===== config.mk =====
export PLATFORM = sky130hd
export DESIGN_NAME = combat_resolver
export DESIGN_NICKNAME = d
export VERILOG_FILES = /design/src/rtl/combat_resolver.sv
export SDC_FILE = /design/constraint.sdc
export NUM_CORES = 1
export LEC_CHECK = 0
export BUFFER_PORTS_ARGS = -buffer_cell sky130_fd_sc_hd__buf_2
export CORE_ASPECT_RATIO = 0.8
export CORE_MARGIN = 2
export CORE_UTILIZATION = 30
export CTS_CLUSTER_DIAMETER = 30
export DETAILED_ROUTE_END_ITERATION = 8
export PLACE_DENSITY = 0.48
export SLEW_MARGIN = 20
export SYNTH_ARGS = -nofsm -noshare
export SYNTH_HDL_FRONTEND = slang
export SYNTH_SLANG_ARGS = --single-unit

===== constraint.sdc =====
create_clock -name clk_25MHz -period 7 [get_ports clk_25MHz]
set_clock_uncertainty 0.1 [all_clocks]
set_input_delay 1.05 -clock clk_25MHz [delete_from_list [all_inputs] [get_ports clk_25MHz]]
set_output_delay 1.05 -clock clk_25MHz [all_outputs]
set_load 0.1 [all_outputs]

===== src/rtl/combat_resolver.sv =====
// -----------------------------------------------------------------------------
// combat_resolver
// Resolves punches and kicks between the left and right fighters once per
// video frame. It applies reach, block and post-hit cooldown rules and tracks
// each fighter's health.
//
// Ports:
//   clk_25MHz        in   pixel clock, sole clock
//   Reset            in   synchronous, active-low reset
//   vsync            in   VGA vsync; its rising edge is the frame tick
//   fighting         in   high while the fight screen is shown
//   edgeL_R          in   [9:0] right edge X of the left fighter
//   edgeR_L          in   [9:0] left edge X of the right fighter
//   punchL/kickL/blockL, punchR/kickR/blockR   in   action levels
//   healthL/healthR  out  [7:0] current health (registered)
//   deathL/deathR    out  fighter is at 0 health (registered)
//   hitL/hitR        out  one-cycle pulse when that fighter takes damage
// -----------------------------------------------------------------------------
module combat_resolver #(
    parameter logic [7:0] MAX_HEALTH      = 8'd100,
    parameter logic [7:0] PUNCH_DMG       = 8'd5,
    parameter logic [7:0] KICK_DMG        = 8'd10,
    parameter int         BLOCK_SHIFT     = 2,
    parameter logic [9:0] PUNCH_REACH     = 10'd16,
    parameter logic [9:0] KICK_REACH      = 10'd24,
    parameter logic [7:0] COOLDOWN_FRAMES = 8'd20
) (
    input  logic       clk_25MHz,
    input  logic       Reset,
    input  logic       vsync,
    input  logic       fighting,
    input  logic [9:0] edgeL_R,
    input  logic [9:0] edgeR_L,
    input  logic       punchL,
    input  logic       kickL,
    input  logic       blockL,
    input  logic       punchR,
    input  logic       kickR,
    input  logic       blockR,
    output logic [7:0] healthL,
    output logic [7:0] healthR,
    output logic       deathL,
    output logic       deathR,
    output logic       hitL,
    output logic       hitR
);

    typedef enum logic [1:0] {
        IDLE  = 2'd0,
        FIGHT = 2'd1,
        KO    = 2'd2
    } state_t;

    state_t     state_r, state_s;
    logic       vsync_q_r, fighting_q_r;
    logic [7:0] cooldown_l_r, cooldown_r_r;
    logic [7:0] cooldown_l_s, cooldown_r_s;
    logic [7:0] health_l_s, health_r_s;
    logic       death_l_s, death_r_s, hit_l_s, hit_r_s;

    logic       frame_tick_s, fight_start_s;
    logic [9:0] gap_s;
    logic       kick_l_ok_s, punch_l_ok_s, kick_r_ok_s, punch_r_ok_s;
    logic       land_l_s, land_r_s;
    logic [7:0] dmg_to_r_s, dmg_to_l_s;

    // Health minus damage, clamped at zero so a low fighter never wraps to 255.
    function automatic logic [7:0] sat_sub(input logic [7:0] a, input logic [7:0] b);
        logic [7:0] res;
        if (a > b) begin
            res = a - b;
        end else begin
            res = 8'd0;
        end
        return res;
    endfunction

    assign frame_tick_s  = vsync & ~vsync_q_r;
    assign fight_start_s = fighting & ~fighting_q_r;

    // Overlapping fighters count as touching (gap 0).
    assign gap_s = (edgeR_L >= edgeL_R) ? (edgeR_L - edgeL_R) : 10'd0;

    assign kick_l_ok_s  = kickL  && (gap_s <= KICK_REACH);
    assign punch_l_ok_s = punchL && (gap_s <= PUNCH_REACH);
    assign kick_r_ok_s  = kickR  && (gap_s <= KICK_REACH);
    assign punch_r_ok_s = punchR && (gap_s <= PUNCH_REACH);

    // An attacker can only land while its cooldown is clear and it is not blocking.
    assign land_l_s = (cooldown_l_r == 8'd0) && !blockL && (kick_l_ok_s || punch_l_ok_s);
    assign land_r_s = (cooldown_r_r == 8'd0) && !blockR && (kick_r_ok_s || punch_r_ok_s);

    // Damage dealt by each side; kick wins over punch when it is in reach.
    always_comb begin
        dmg_to_r_s = 8'd0;
        dmg_to_l_s = 8'd0;
        if (land_l_s) begin
            dmg_to_r_s = kick_l_ok_s ? KICK_DMG : PUNCH_DMG;
            if (blockR) begin
                dmg_to_r_s = dmg_to_r_s >> BLOCK_SHIFT;
            end else begin
                dmg_to_r_s = dmg_to_r_s;
            end
        end else begin
            dmg_to_r_s = 8'd0;
        end
        if (land_r_s) begin
            dmg_to_l_s = kick_r_ok_s ? KICK_DMG : PUNCH_DMG;
            if (blockL) begin
                dmg_to_l_s = dmg_to_l_s >> BLOCK_SHIFT;
            end else begin
                dmg_to_l_s = dmg_to_l_s;
            end
        end else begin
            dmg_to_l_s = 8'd0;
        end
    end

    // Next-state and next-value logic for the round FSM.
    always_comb begin
        state_s      = state_r;
        health_l_s   = healthL;
        health_r_s   = healthR;
        death_l_s    = deathL;
        death_r_s    = deathR;
        hit_l_s      = 1'b0;
        hit_r_s      = 1'b0;
        cooldown_l_s = cooldown_l_r;
        cooldown_r_s = cooldown_r_r;
        case (state_r)
            IDLE: begin
                health_l_s   = MAX_HEALTH;
                health_r_s   = MAX_HEALTH;
                death_l_s    = 1'b0;
                death_r_s    = 1'b0;
                cooldown_l_s = 8'd0;
                cooldown_r_s = 8'd0;
                if (fight_start_s) begin
                    state_s = FIGHT;
                end else begin
                    state_s = IDLE;
                end
            end
            FIGHT: begin
                if (!fighting) begin
                    state_s      = IDLE;
                    health_l_s   = MAX_HEALTH;
                    health_r_s   = MAX_HEALTH;
                    death_l_s    = 1'b0;
                    death_r_s    = 1'b0;
                    cooldown_l_s = 8'd0;
                    cooldown_r_s = 8'd0;
                end else if (frame_tick_s) begin
                    // Both sides resolve from pre-tick health, so a double KO is possible.
                    if (cooldown_l_r != 8'd0) begin
                        cooldown_l_s = cooldown_l_r - 8'd1;
                    end else if (land_l_s) begin
                        cooldown_l_s = COOLDOWN_FRAMES;
                    end else begin
                        cooldown_l_s = 8'd0;
                    end
                    if (cooldown_r_r != 8'd0) begin
                        cooldown_r_s = cooldown_r_r - 8'd1;
                    end else if (land_r_s) begin
                        cooldown_r_s = COOLDOWN_FRAMES;
                    end else begin
                        cooldown_r_s = 8'd0;
                    end
                    health_r_s = sat_sub(healthR, dmg_to_r_s);
                    health_l_s = sat_sub(healthL, dmg_to_l_s);
                    hit_r_s    = (dmg_to_r_s != 8'd0);
                    hit_l_s    = (dmg_to_l_s != 8'd0);
                    death_r_s  = (health_r_s == 8'd0);
                    death_l_s  = (health_l_s == 8'd0);
                    if (death_l_s || death_r_s) begin
                        state_s = KO;
                    end else begin
                        state_s = FIGHT;
                    end
                end else begin
                    state_s = FIGHT;
                end
            end
            KO: begin
                // Outputs stay frozen so the ending screen keeps seeing the death flags.
                if (fight_start_s) begin
                    state_s      = FIGHT;
                    health_l_s   = MAX_HEALTH;
                    health_r_s   = MAX_HEALTH;
                    death_l_s    = 1'b0;
                    death_r_s    = 1'b0;
                    cooldown_l_s = 8'd0;
                    cooldown_r_s = 8'd0;
                end else begin
                    state_s = KO;
                end
            end
            default: begin
                state_s      = IDLE;
                health_l_s   = MAX_HEALTH;
                health_r_s   = MAX_HEALTH;
                death_l_s    = 1'b0;
                death_r_s    = 1'b0;
                cooldown_l_s = 8'd0;
                cooldown_r_s = 8'd0;
            end
        endcase
    end

    // State, edge-detect history, cooldowns and registered outputs.
    always_ff @(posedge clk_25MHz) begin
        if (!Reset) begin
            state_r      <= IDLE;
            vsync_q_r    <= 1'b0;
            fighting_q_r <= 1'b0;
            cooldown_l_r <= 8'd0;
            cooldown_r_r <= 8'd0;
            healthL      <= MAX_HEALTH;
            healthR      <= MAX_HEALTH;
            deathL       <= 1'b0;
            deathR       <= 1'b0;
            hitL         <= 1'b0;
            hitR         <= 1'b0;
        end else begin
            state_r      <= state_s;
            vsync_q_r    <= vsync;
            fighting_q_r <= fighting;
            cooldown_l_r <= cooldown_l_s;
            cooldown_r_r <= cooldown_r_s;
            healthL      <= health_l_s;
            healthR      <= health_r_s;
            deathL       <= death_l_s;
            deathR       <= death_r_s;
            hitL         <= hit_l_s;
            hitR         <= hit_r_s;
        end
    end

endmodule


==> reports/qor.txt <==
Post-synthesis cell type count - 65
Cell types occupying the most area after synthesis - sky130_fd_sc_hd__dfxtp_1 27%, sky130_fd_sc_hd__ha_1 9.3%, sky130_fd_sc_hd__nor2_1 4.8%
Proportion of power drawn by the clock network - 41.3%
Required @ worst endpoint - 7.07 ns
Total congestion overflow after global routing - 0
Crit path capture type - flip-flop
Power density over cell area - 193.3 mW/mm²
Via count of the first global-routing pass - 2636
P_leak - 1.492 nW
CTS H-tree depth - 2
Number of antenna violations at the first check in global routing - 0
Sequential cell fraction of total power - 35.0%
Final cycle utilization of the critical path - 79.70%
Switching Fraction - 29.55%
Layout Area Growth over Synthesis - 17.94%
Number of nets with antenna violations after detailed routing - 0
Global-route wire length before repair - 12980 µm
Max Root-Sink Buffers - 2
TritonCTS clock tree - yes
Buffer type at the clock tree root - sky130_fd_sc_hd__clkbuf_16
Horizontal die dimension - 115.0 µm
Count of final max-slew check failures - 0
# setup viols final - 0
Cells along the critical path - buf_2, inv_1, ha_1, inv_1, fa_1, a211oi_2, o21ai_2, nand2_2, xor2_2, nand4b_2, o31ai_2, nand2_1, a21oi_1, ha_1, inv_1, fa_1, a21o_1, a21o_2, xnor2_1, or4_1, o41ai_1, nand3b_1, a21oi_1, o32ai_1
Standard-cell row count - 32
Clk sink count - 40
Final GP Congestion - 0.8492
Number of hold-repair buffers added at the cts stage - 0
Post-CTS Resized - 0
Clock slew seen by the registers of the worst setup and hold paths - 0.07 ns
Source-to-sink clock delay at the later pin of the worst-skew pair - 0.29 ns
EDFF count, synth - 0
Top_reg_cell synth - sky130_fd_sc_hd__dfxtp_1
Maxcap violations - 0
Net switching power - 0.1992 mW
DRT iter0 DRCs - 163
Cell internal pwr - 0.4748 mW
Mapped Cells - 379
Leading cell type in the layout, fill and taps excluded - sky130_fd_sc_hd__buf_2
Count of pins on the block boundary - 50
Power share of the combinational group - 23.7%
Maximum single-stage delay on the critical path - 0.44 ns
Number of diodes - 0
Async set or reset register ratio after synthesis - 0%
Area share of the leading cell type in the synthesized netlist - 27.08%
Number of warnings reported in the yosys synthesis log - 0
Maximum vdd ir drop - 0.09725 mV
Die height - 92.80 µm
Slew of the pin with the lowest slew margin - 0.6870 ns
Placeable Area - 0.009609 mm²
Count of buffer and inverter cells on the critical path - 4
HPWL after detailed placement - 5961 µm
RSZ-0062 raised after global routing - false
Number of standard cells in the layout, taps in and fillers out - 545
Master of the slowest instance on the critical path - sky130_fd_sc_hd__fa_1
Effective utilization at floorplan - 30.77%
Post-Syn Nets - 434
Final-report hold violation count - 0
Total via count after detailed routing - 2759
Final layout net count - 480
Summed negative setup slack over all endpoints - 0 ns
Slew margin rel. - 53.78%
Port Buf Inserts - 49
Area leader, netlist - sky130_fd_sc_hd__dfxtp_1
Start-to-end type of the worst setup path - input port to flip-flop
Crit path launch type - input port
Final critical-path required period - 5.579 ns
Wire length per cell after detailed routing - 14.03 µm
Clock buffers created by TritonCTS - 5
Routed Wire Length - 7646 µm
Most repeated library cell on the critical path - sky130_fd_sc_hd__inv_1
CP top delay family - compound AO/OA/AOI/OAI gates
Via-per-instance ratio - 5.062
Share of the yosys chip area belonging to registers - 27.08%
Worst min-delay path category - flip-flop to flip-flop
DRC viols - 0
Peak Freq - 0.1792 GHz
Largest net degree at the start of global routing - 35
Post-Synthesis Mean Instance Area - 7.801 µm²
Detailed-routing iteration count for the pre-antenna-repair pass - 4
Fillers - 1032
Syn Std Cell Area - 0.002957 mm²
Most used cells in the layout excluding fill and tap cells - 49 x sky130_fd_sc_hd__buf_2, 40 x sky130_fd_sc_hd__dfxtp_1, 38 x sky130_fd_sc_hd__nor2_1
Final design instance area without fill - 0.003487 mm²
Die area - 0.01067 mm²
Cell count after placement - 537
Max FO, Critical Path - 5
Arr. time, crit path - 5.65 ns
Fraction of final layout cells with drive strength greater than 1 - 17.61%
Post-CTS setup buffer count - 0
Status - complete, no violations
Number of flip-flops and latches in the synthesized netlist - 40
GRT Overall Usage - 15.20%
Standard cell area after detailed placement - 0.003309 mm²
## path summary, 6_finish.rpt
kind                         from         endpoint  slack [ns]  cells after the start
setup / recovery       edgeR_L[0]       state_r[0]        1.42                     24
hold / removal    cooldown_l_r[4]  cooldown_l_r[4]        0.37                      2
setup reg to reg  cooldown_r_r[3]       state_r[0]        2.76                     18
hold reg to reg   cooldown_l_r[4]  cooldown_l_r[4]        0.37                      2
## per-layer routing
layer | global-route usage [%] | wire [µm] | vias up | part of all wire (%)
met5 | 0 | 0 | - | 0
met1 | 21.97 | 4088 | 1258 | 53
met3 | 3.338 | 256 | 12 | 3.3
met4 | 3.514 | 87 | 0 | 1.1
met2 | 22.89 | 3213 | 45 | 42
li1 | - | - | 1444 | -
## flip-flops by register name, indices dropped and copies added, names as in the netlist, 2 cells and up
signal        count
cooldown_l_r      8
cooldown_r_r      8
healthL           8
healthR           8
state_r           2
## logic make-up (layout without fill, tap and decap cells)
kind of cell	count (synthesis)	after routing	share of synthesized area, %
AND/OR/NAND/NOR	152	152	26.41
AO/OA/AOI/OAI	100	100	22.73
flip-flops	40	40	27.08
buffers and inverters	40	87	5.459
adder cells (fa/ha/maj)	26	26	11.68
XOR/XNOR	18	18	5.586
multiplexers	3	3	1.058
## tightest hold or removal path, stage by stage, from the launching register on
cell and delay [ns]:
sky130_fd_sc_hd__dfxtp_1 0.32, sky130_fd_sc_hd__nand2_1 0.05, sky130_fd_sc_hd__nand3_1 0.05
## per-stage QoR
step                      hold slack [ns]  utilization, %  setup slack [ns]  power (mW)
after detailed placement           0.3592           34.44             1.162      0.4009
final                              0.3682           36.29             1.421      0.6740
after global placement             0.3579           34.44             1.314      0.4009
after global routing               0.4015           36.29             1.052      0.7111
after CTS                          0.3717           36.29             1.453      0.6798
after floorplan                    0.3387               -             1.734      0.3644
## power groups by stage
stage,Combinational (mW),Sequential [mW],Clock (mW)
floorplan,0.117,0.248,0
global placement,0.160,0.241,0
detailed placement,0.160,0.241,0
CTS,0.161,0.236,0.283
global route,0.180,0.237,0.294
finish,0.159,0.236,0.278
## synthesized netlist by cell type (6+ instances only)
| cell | count |
|---|---|
| sky130_fd_sc_hd__a21oi_1 | 23 |
| sky130_fd_sc_hd__clkbuf_1 | 8 |
| sky130_fd_sc_hd__dfxtp_1 | 40 |
| sky130_fd_sc_hd__ha_1 | 22 |
| sky130_fd_sc_hd__inv_1 | 28 |
| sky130_fd_sc_hd__nand2_1 | 30 |
| sky130_fd_sc_hd__nand2b_1 | 8 |
| sky130_fd_sc_hd__nand3_1 | 12 |
| sky130_fd_sc_hd__nor2_1 | 38 |
| sky130_fd_sc_hd__nor2b_1 | 13 |
| sky130_fd_sc_hd__nor3_1 | 12 |
| sky130_fd_sc_hd__o21ai_0 | 19 |
| sky130_fd_sc_hd__xnor2_1 | 11 |
| sky130_fd_sc_hd__xor2_1 | 6 |
## final cells by class
class | count | area (µm²) | share of cell area (%)
Sequential cell | 40 | 800.8 | 22.96
Tap cell | 119 | 148.9 | 4.270
Clock buffer | 6 | 138.9 | 3.983
Multi-Input combinational cell | 299 | 1994 | 57.19
Inverter | 28 | 105.1 | 3.014
Timing Repair Buffer | 51 | 260.3 | 7.463
Clock inverter | 2 | 38.79 | 1.112
(Power assumes the default switching activity.)
